[config.mk]
export PLATFORM = sky130hd
export DESIGN_NAME = alu_decoder
export DESIGN_NICKNAME = d
export VERILOG_FILES = /design/src/rtl/alu_decoder.sv
export SDC_FILE = /design/constraint.sdc
export NUM_CORES = 1
export LEC_CHECK = 0
export CORE_ASPECT_RATIO = 2
export CORE_UTILIZATION = 32
export DETAILED_ROUTE_END_ITERATION = 16
export PLACE_DENSITY = 0.67
export SYNTH_ARGS = -nofsm -noshare
export SYNTH_HDL_FRONTEND = slang
export SYNTH_SLANG_ARGS = --single-unit
[constraint.sdc]
create_clock -name i_clk -period 1.55 [get_ports i_clk]
set_clock_uncertainty 0.05 [all_clocks]
set_input_delay 0.465 -clock i_clk [delete_from_list [all_inputs] [get_ports i_clk]]
set_output_delay 0.465 -clock i_clk [all_outputs]
set_load 0.05 [all_outputs]
[src/rtl/alu_decoder.sv]
// rtl/alu_decoder.sv - registered RV32I ALU-control decode stage with valid/ready handshakes
// Define ALU_DECODER_SKID_EN for a two-entry skid buffer with a flopped o_ready.
module alu_decoder (
  input  logic        i_clk,
  input  logic        i_reset,
  input  logic        i_valid,
  input  logic [31:0] i_instr,
  output logic        o_ready,
  output logic        o_valid,
  input  logic        i_ready,
  output logic [3:0]  o_ALUControl,
  output logic        o_alusrc,
  output logic        o_illegal,
  output logic [31:0] o_instr
);

  typedef struct packed {
    logic [3:0]  alu;
    logic        alusrc;
    logic        illegal;
    logic [31:0] instr;
  } entry_t;

  localparam logic [6:0] OP_R      = 7'b0110011;
  localparam logic [6:0] OP_I      = 7'b0010011;
  localparam logic [6:0] OP_LOAD   = 7'b0000011;
  localparam logic [6:0] OP_STORE  = 7'b0100011;
  localparam logic [6:0] OP_BRANCH = 7'b1100011;

  entry_t     dec;
  logic [6:0] opcode;
  logic [2:0] funct3;
  logic       bit30;

  assign opcode = i_instr[6:0];
  assign funct3 = i_instr[14:12];
  assign bit30  = i_instr[30];

  always_comb begin
    dec         = '0;
    dec.instr   = i_instr;
    case (opcode)
      OP_R, OP_I: begin
        dec.alusrc = (opcode == OP_I);
        case (funct3)
          3'b000:  dec.alu = (opcode == OP_R && bit30) ? 4'b0110 : 4'b0010;
          3'b001:  dec.alu = 4'b1000;
          3'b100:  dec.alu = 4'b0011;
          3'b101:  dec.alu = bit30 ? 4'b1010 : 4'b1001;
          3'b110:  dec.alu = 4'b0001;
          3'b111:  dec.alu = 4'b0000;
          default: dec.illegal = 1'b1;
        endcase
      end
      OP_LOAD, OP_STORE: begin
        dec.alu    = 4'b0010;
        dec.alusrc = 1'b1;
      end
      OP_BRANCH: begin
        if (funct3 == 3'b000 || funct3 == 3'b001 || funct3 == 3'b100 || funct3 == 3'b101)
          dec.alu = 4'b0110;
        else
          dec.illegal = 1'b1;
      end
      default: dec.illegal = 1'b1;
    endcase
    // Illegal entries still travel downstream, but with a neutral ALU setup.
    if (dec.illegal) begin
      dec.alu    = 4'b0000;
      dec.alusrc = 1'b0;
    end
  end

  entry_t out_q;
  logic   out_valid;

  assign o_valid      = out_valid;
  assign o_ALUControl = out_q.alu;
  assign o_alusrc     = out_q.alusrc;
  assign o_illegal    = out_q.illegal;
  assign o_instr      = out_q.instr;

`ifdef ALU_DECODER_SKID_EN
  entry_t skid_q;
  logic   skid_valid;
  logic   ready_q;
  logic   accept;
  logic   drain;

  assign o_ready = ready_q;
  assign accept  = i_valid & ready_q;
  assign drain   = out_valid & i_ready;

  // ready_q always mirrors an empty skid register, so o_ready has no path from i_ready.
  always_ff @(posedge i_clk) begin
    if (i_reset) begin
      out_q      <= '0;
      out_valid  <= 1'b0;
      skid_q     <= '0;
      skid_valid <= 1'b0;
      ready_q    <= 1'b1;
    end else if (skid_valid) begin
      if (drain) begin
        out_q      <= skid_q;
        skid_valid <= 1'b0;
        ready_q    <= 1'b1;
      end
    end else if (!out_valid || drain) begin
      out_valid <= accept;
      if (accept)
        out_q <= dec;
    end else if (accept) begin
      skid_q     <= dec;
      skid_valid <= 1'b1;
      ready_q    <= 1'b0;
    end
  end
`else
  assign o_ready = !out_valid | i_ready;

  always_ff @(posedge i_clk) begin
    if (i_reset) begin
      out_q     <= '0;
      out_valid <= 1'b0;
    end else if (o_ready) begin
      out_valid <= i_valid;
      if (i_valid)
        out_q <= dec;
    end
  end
`endif

endmodule

# After elaboration in Yosys (flattened, before gate mapping)
# Index checks and enable logic that the tools add are counted.
dict set report op_classes {
  n_eq_ne 10
  n_mux 10
  bitwise 1
  reduce_logical 10
}
# op n
set op_table {}
lappend op_table {{one-hot mux 4 bit (5 select lines)} 1}
lappend op_table {{equality test 7 x 6 -> 1 bit (second input constant)} 2}
lappend op_table {{equality test 3 bit (second input constant)} 4}
lappend op_table {{one-hot mux 4 bit (3 select lines)} 1}
lappend op_table {{equality test 7 x 2 -> 1 bit (second input constant)} 1}
lappend op_table {{equality test 7 x 5 -> 1 bit (second input constant)} 1}
lappend op_table {{equality test 7 bit (second input constant)} 1}
lappend op_table {{two-way mux 3 bit} 2}
lappend op_table {{OR reduction 6 bit} 1}
lappend op_table {{two-way mux 5 bit} 1}
lappend op_table {{OR reduction 2 bit} 2}
lappend op_table {{equality test 3 x 1 -> 1 bit (second input constant)} 1}
lappend op_table {{logical NOT 3 bit} 1}
lappend op_table {{logical OR 1 bit} 3}
lappend op_table {{one-hot mux 1 bit (3 select lines)} 1}
lappend op_table {{two-way mux 1 bit} 2}
lappend op_table {{two-way mux 2 bit} 1}
lappend op_table {{one-hot mux 1 bit (2 select lines)} 1}
lappend op_table {{AND reduction 2 bit} 1}
lappend op_table {{logical AND 1 bit} 1}
lappend op_table {{logical NOT 1 bit} 1}
lappend op_table {{OR 1 bit} 1}
dict set report word_totals {
  register_bits 39
  in_bits 36
  elab_cells 36
}

# Longest topological paths before layout
# Gate-level depths: netlist of the first run.
dict set report depth {
  depth_word 7
  ltp_mapped 6
  mapped_depth_nobuf 4
}

# Worst setup path after synthesis of the first run
# Ideal clock, no wire load.
dict set report synth_timing {
  path_kind {register to register}
  start {reg out_valid, in the netlist o_valid}
  end {reg out_q (netlist bit o_instr[13])}
  setup_time_ns 0.132
  t_arrival_ns 1.489
  required_time_ns 1.368
  slack_ns -0.121
  stages_incl_launch_ff 7
  cell_sequence {dfxtp_1 > nand2b_4 > and2_1 > buf_2 > buf_4 > nand2_1 > a21oi_1}
}
dict set report synth_between {
  elab_chain_len 3
}
# item line_no
set synth_rtl {}
lappend synth_rtl {{start: declaration} 75} ;# logic out_valid;
lappend synth_rtl {{start signal: assignment} 126} ;# out_valid <= i_valid;
lappend synth_rtl {{logical NOT 1 bit} 119} ;# assign o_ready = !out_valid | i_ready;
lappend synth_rtl {{OR 1 bit} 119}
lappend synth_rtl {{named net o_ready} 8} ;# output logic o_ready,
lappend synth_rtl {{AND reduction 2 bit (no source line)} -}
lappend synth_rtl {{end signal: assignment} 123} ;# out_q <= '0;
lappend synth_rtl {{end signal: assignment} 128} ;# out_q <= dec;
lappend synth_rtl {{end: declaration} 74} ;# entry_t out_q;
# The timed path passes the listed nets, and every way through them passes these cells.
# A chain may end at the register's enable or synchronous reset.

# Final worst setup path of the first run
dict set report layout_timing {
  start {in i_ready}
  end {out o_ready}
}
dict set report layout_between {
  elab_chain_len 1
}
# item line_no
set layout_rtl {}
lappend layout_rtl {{start: declaration} 10} ;# input logic i_ready,
lappend layout_rtl {{OR 1 bit} 119}
lappend layout_rtl {{end: declaration} 8}
# No other way between the ends.

==> results of run 1 <==
==> cell type report <==
cell class	count	area share, %
clock buffers	7	2.58
multi-input cells	133	22.9
clock inverters	1	0.169
well taps	54	2.28
flip-flops and latches	39	26.4
inverters	1	0.127
repair buffers	95	45.6
==> cell families after synthesis <==
| group | after synthesis | synth area share [%] |
|---|---|---|
| simple gates | 87 | 25.3 |
| flops | 39 | 52.2 |
| buf+inv | 13 | 4.60 |
| compound gates | 46 | 18.0 |
==> routing by layer <==
metal / wire length [um] / vias to the layer above
li1: - / 787
met1: 1530 / 709
met2: 2360 / 54
met3: 223 / 10
met4: 132 / 0
met5: 0 / -
==> state kept, by name, indices dropped and copies added (netlist names) <==
signal	flops
o_instr	32
o_ALUControl	4
o_alusrc	1
o_illegal	1
o_valid	1
==> power groups by stage <==
stage / sequential (mW) / clock (mW) / combinational, mW
finish: 1.11 / 0.652 / 0.721
global route: 1.12 / 0.709 / 0.760
CTS: 1.11 / 0.685 / 0.717
detailed placement: 1.13 / 0 / 0.716
global placement: 1.13 / 0 / 0.710
floorplan: 1.29 / 0 / 0.140
==> through the flow <==
step,cells,util [%],power [mW]
6_report,330,66.9,2.48
3_5_place_dp,320,63.8,1.85
3_3_place_gp,320,63.8,1.84
2_1_floorplan,185,-,1.43
5_1_grt,330,66.9,2.59
4_1_cts,329,65.8,2.51
==> synth_stat cells (all sizes together) <==
cell / n / area (um^2)
o22ai: 1 / 6.26
a2bb2oi: 1 / 26.3
o211ai: 1 / 7.51
buf: 8 / 50.1
a211oi: 1 / 7.51
inv: 1 / 3.75
nor2: 3 / 11.3
nand2: 72 / 273
and3: 2 / 12.5
and2: 1 / 6.26
and2b: 1 / 10.0
nand4b: 2 / 17.5
nor4bb: 1 / 10.0
a311oi: 1 / 8.76
clkbuf: 4 / 15.0
nor2b: 2 / 12.5
nand2b: 2 / 20.0
nand3: 1 / 5.00
a32oi: 1 / 8.76
a31o: 1 / 8.76
o21ai: 1 / 5.00
a21oi: 38 / 190
dfxtp: 39 / 781
==> critical path: stages <==
cell           delay (ns)
dlygate4sd2_1        0.23
nand2b_4             0.15
buf_12               0.14
==> how the worst min path moves through the flow <==
stage	endpoint	slack, ns
detailed placement	o_instr[21]	0.43
CTS	o_instr[21]	0.44
global placement	o_instr[23]	0.43
global route	o_instr[1]	0.42
finish	o_instr[1]	0.43
floorplan	o_valid	0.54
==> timing repair <==
item / CTS / global route
endpoints found under the setup margin: 4 / 15
pin swaps: 0 / 5
setup buffers: 1 / 1
resized for setup: 3 / 11
==> results by group, run 1 <==
Status
  – Status: finished, final reports clean

Global route
  – Overflow after GRT: 0
  – Met2 Use GR: 33.0%
  – M1 GR Usage: approximately 19%
  – Initial antenna violation count: 0
  – Met3 Usage GRT: 4.78%
  – Largest net degree at the start of global routing: 40
  – Gr busiest metal: met2
  – First-pass GRT wire length: 7060 um
  – GR Util All Layers: 18.7%
  – Vias in the first global route: 1,544

Placed design
  – Setup WS pre-CTS: -0.333 ns
  – Estimated wirelength of the detail-placed design: 3190 um
  – RePlAce Congestion: roughly 0.81
  – Dpl cell area: 0.00282 mm^2
  – PortBufs: 75

Power and ir drop
  – Power Density: 838 mW/mm^2
  – Switch share: between 20% and 30%
  – Pint: 1.74 mW
  – P_sw: 0.738 mW
  – Sequential Power Share: between 40 and 50%
  – Leak Pwr: roughly 1.2 nW
  – Comb power frac: 29.0%
  – VDD IR-drop max: about 0.74 mV
  – Clk pwr share: around a quarter

STA
  – Setup TNS: 0 ns
  – Min Hold Slack: 0.427 ns
  – Fin crit period: ~1.5 ns
  – Fmax: 663 MHz
  – Hold Vio Cnt, Final: 0
  – Worst Tran Pin Value: 0.287 ns
  – Final max-slew violation count: 0
  – Final worst-path setup slack: 0.0412 ns
  – Final worst-path cycle share: 97.3%
  – Max-slew headroom: 80.8%
  – Setup Viol. Count Final: 0

Synth
  – Syn_area_per_cell: slightly above 8 um^2
  – Synthesis-stage register bit count: 39
  – Syn nets: 221
  – Mapped Area: 0.00150 mm^2
  – Sequential area share after synthesis: 52.2%
  – Post-synthesis cell type count: 26
  – Post-Synthesis Cells: approximately 190
  – Syn. warnings: 0

Layout
  – Most common cell after layout, fill and taps aside: nand2_1
  – Footprint of the multi-input gates: a little under 700 um^2
  – Share of cells above drive strength 1: between 20 and 30%
  – Nets: 311
  – Area grow syn2layout: 97.9%
  – Design Area, Final: approximately 0.003 mm^2
  – Ant. Diodes: 0
  – Seq. cell area: 782 um^2
  – Commonest cells after routing, fill and taps aside: nand2_1 (71), buf_12 (43), a21oi_1 (38), dfxtp_1 (38), clkdlybuf4s50_1 (29)
  – Fill cells: 368

Route
  – DR iter-0 viols: 17
  – Drt pass-1 iters: 4
  – Post-DRT Antenna Nets: 0
  – Total Routed Length: 4250 um
  – Routed vias/inst: about 4.7
  – # DRC: 0
  – Via Count: 1,560
  – Wire per inst: between 10 and 15 um

Critical path
  – Reg2reg start: o_valid
  – Register-to-Register Setup Slack: 0.22 ns
  – Worst path required time: 1.03 ns
  – Arrival @ worst endpoint: 0.99 ns
  – Crit Reg-Reg Endpoint: o_instr[4]
  – Startpoint types: primary input
  – Worst setup path start: i_ready
  – CP Max Fanout: 2
  – Setup Crit Path Kind: primary input to primary output
  – Crit path capture: o_ready
  – CP Capture Type: primary output
  – R2r worst-path depth: 7

Clock network
  – Clk slew on worst S/H paths: 0.07 ns
  – Clock sinks: 39
  – Root Buffer: clkbuf_8
  – # hold bufs at CTS: 0
  – CTS tree: yes
  – Cts bufs inserted: 5
  – Clock Path Buffers: 2
  – Clk_lat worst skew: between 0.2 and 0.3 ns
  – CTS HTree Levels: 2

Worst hold path
  – Hold/Removal Path Class: primary input to flop
  – Hold path start: i_instr[1]
  – Hold Path Depth: 3

Floorplan
  – Die X: 50.4 um
  – Core Region: 0.00442 mm^2
  – Die Height: between 90 and 100 um
  – I/O pin count: 76
  – Die area: 0.00497 mm^2
  – Initial cell density of the core: 33.8%
  – Site Rows: 34

Flow run
  – Max-cap violations: 0
No activity file was read; power rests on OpenSTA's default activity.
==> run 2: changes to the inputs <==
--- a/config.mk
+++ b/config.mk
@@ -9,6 +9,7 @@
 export CORE_UTILIZATION = 32
 export DETAILED_ROUTE_END_ITERATION = 16
 export PLACE_DENSITY = 0.67
+export RECOVER_POWER = 100
 export SYNTH_ARGS = -nofsm -noshare
 export SYNTH_HDL_FRONTEND = slang
 export SYNTH_SLANG_ARGS = --single-unit
==> results by group, run 2 (synthesis results as in run 1) <==
Critical path
  – Startpoint types: primary input (unchanged)
  – CP delay by family, top: buffers and inverters (unchanged)
  – CP Capture Type: primary output (unchanged)
  – Register-to-Register Setup Slack: 0.15 ns (was 0.22 ns)
  – Crit Reg-Reg Endpoint: o_instr[15] (was o_instr[4])
  – Worst path slowest cell: dlygate4sd2_1 (unchanged)
  – CP Max Fanout: 2 (unchanged)
  – Arrival @ worst endpoint: 0.99 ns (about the same)
  – Reg2reg start: o_valid (unchanged)
  – Crit path cell chain: dlygate4sd2_1 -> nand2b_4 -> buf_6 (was dlygate4sd2_1 -> nand2b_4 -> buf_12)
  – Max stage delay on crit path: 0.23 ns (about the same)
  – R2r worst-path depth: 6 (was 7)
  – Worst path required time: 1.03 ns (about the same)
  – Worst Path Buf+Inv: 2 (unchanged)
  – Setup Crit Path Kind: primary input to primary output (unchanged)

Route
  – # DRC: 0 (unchanged)
  – Routed vias/inst: 4.73 (about the same)
  – Drt pass-1 iters: 4 (unchanged)
  – Total Routed Length: 4330 um (was 4250 um)
  – Via Count: 1,562 (was 1,560)
  – Post-DRT Antenna Nets: 0 (unchanged)
  – DR iter-0 viols: 22 (was 17)
  – Wire per inst: 13.1 um (was 12.9 um)

Layout
  – Ant. Diodes: 0 (unchanged)
  – Final Core Density: 53.5% (was 66.9%)
  – Largest register FFs: 32 (unchanged)
  – Area grow syn2layout: 58.2% (was 97.9%)
  – Most common cell after layout, fill and taps aside: nand2_1 (unchanged)
  – Finished Layout Cells: 330 (unchanged)
  – Fill cells: 438 (was 368)
  – Commonest cells after routing, fill and taps aside: nand2_1 (71), dfxtp_1 (39), clkbuf_2 (39) (was nand2_1 (71), buf_12 (43), a21oi_1 (38), dfxtp_1 (38), clkdlybuf4s50_1 (29))
  – Design Area, Final: 0.00237 mm^2 (was 0.00296 mm^2)
  – Share of cells above drive strength 1: 27.2% (was 27.5%)
  – Nets: 311 (unchanged)

Status
  – Status: finished, final reports clean (unchanged)

Floorplan
  – I/O pin count: 76 (unchanged)
  – Core Region: 0.00442 mm^2 (unchanged)
  – Die X: 50.4 um (unchanged)
  – Site Rows: 34 (unchanged)
  – Initial cell density of the core: 33.8% (unchanged)
  – Die Height: 98.7 um (unchanged)
  – Die area: 0.00497 mm^2 (unchanged)

Global route
  – Overflow after GRT: 0 (unchanged)
  – GR Util All Layers: 18.7% (unchanged)
  – Vias in the first global route: 1,544 (unchanged)
  – Largest net degree at the start of global routing: 40 (unchanged)
  – Initial antenna violation count: 0 (unchanged)
  – First-pass GRT wire length: 7060 um (unchanged)

STA
  – Setup TNS: 0 ns (unchanged)
  – Worst Tran Pin Value: 0.289 ns (was 0.287 ns)
  – Setup Viol. Count Final: 0 (unchanged)
  – Hold Vio Cnt, Final: 0 (unchanged)
  – Fin crit period: 1.50 ns (was 1.51 ns)
  – Max-slew headroom: 80.6% (was 80.8%)
  – Final worst-path cycle share: 97.1% (was 97.3%)
  – Final max-slew violation count: 0 (unchanged)
  – Fmax: 665 MHz (was 663 MHz)

Clock network
  – CTS tree: yes (unchanged)
  – CTS HTree Levels: 2 (unchanged)
  – Cts bufs inserted: 5 (unchanged)
  – Clock sinks: 39 (unchanged)
  – Clock Path Buffers: 2 (unchanged)
  – Clk slew on worst S/H paths: 0.07 ns (about the same)
  – Clk_lat worst skew: 0.29 ns (about the same)
  – Root Buffer: clkbuf_8 (unchanged)

Worst hold path
  – Hold/Removal Path Class: flop to flop (was primary input to flop)
  – Hold EP: o_instr[31] (was o_instr[1])
  – Hold path start: o_instr[31] (was i_instr[1])
  – Hold Path Depth: 2 (was 3)

Power and ir drop
  – VDD IR-drop max: 0.704 mV (was 0.740 mV)
  – Power Density: 969 mW/mm^2 (was 838 mW/mm^2)
  – Leak Pwr: 1.07 nW (was 1.23 nW)

Placed design
  – RePlAce Congestion: 0.808 (unchanged)
  – PortBufs: 75 (unchanged)
  – Dpl cell area: 0.00282 mm^2 (unchanged)
  – Estimated wirelength of the detail-placed design: 3190 um (unchanged)
  – DP Cell Count: 320 (unchanged)

Flow run
  – Max-cap violations: 0 (unchanged)
[run 2: changes by cell type in the layout (fill, tap and decap cells not counted), sizes merged]
cell / before / now
buf: 60 / 21
clkbuf: 7 / 46
[run 2: cell type report]
type | count | area, um^2 | share of cell area, %
Clock buffer | 7 | 76.3 | 3.22
Clock inverter | 1 | 5.00 | 0.211
Inverter | 1 | 3.75 | 0.159
Multi-Input combinational cell | 133 | 666 | 28.1
Sequential cell | 39 | 781 | 33.0
Tap cell | 54 | 67.6 | 2.85
Timing Repair Buffer | 95 | 768 | 32.5
[run 2: through the flow]
stage / power, mW / setup slack, ns / hold slack [ns]
after global routing: 2.40 / -0.0216 / 0.422
after floorplan: 1.43 / 0.0967 / 0.537
final: 2.29 / 0.0454 / 0.404
after CTS: 2.51 / 0.00842 / 0.444
after detailed placement: 1.85 / -0.333 / 0.434
after global placement: 1.84 / -0.314 / 0.429
[run 2: how the worst max path moves through the flow]
stage | depth (start not counted) | start | slack [ns] | endpoint
after global placement | 5 | i_instr[0] | -0.31 | o_ALUControl[3]
after floorplan | 6 | o_valid | 0.1 | o_instr[13]
after CTS | 5 | i_instr[0] | 0.008 | o_ALUControl[2]
final | 3 | i_ready | 0.05 | o_ready
after detailed placement | 5 | i_instr[0] | -0.33 | o_ALUControl[3]
after global routing | 5 | i_instr[0] | -0.02 | o_ALUControl[3]
[run 2: power by group]
part           total, mW  switching, mW  leakage (nW)  internal (mW)
combinational      0.562          0.346         0.705          0.215
clock              0.651          0.336        0.0422          0.316
sequential          1.08         0.0266         0.320           1.05
[run 2: repair_timing]
| action | CTS | global route |
|---|---|---|
| resized for setup | 3 | 11 |
| hold buffers | 0 | 0 |
| buffers inserted | 1 | 1 |
| setup endpoints to repair | 4 | 15 |
| pin swaps | 0 | 5 |
[run 2: routing by layer]
metal	global-route usage [%]	wire length, um	vias to the layer above
met1	19.4	1640	707
met4	10.3	99	0
li1	-	-	789
met5	0	0	-
met2	33.0	2390	56
met3	4.78	198	10
[run 2: worst min-delay path: cells and delay by family (launching register included)]
kind | cells | cell delay, ns
compound gates | 1 | 0.05
flops | 1 | 0.31
simple gates | 1 | 0.05
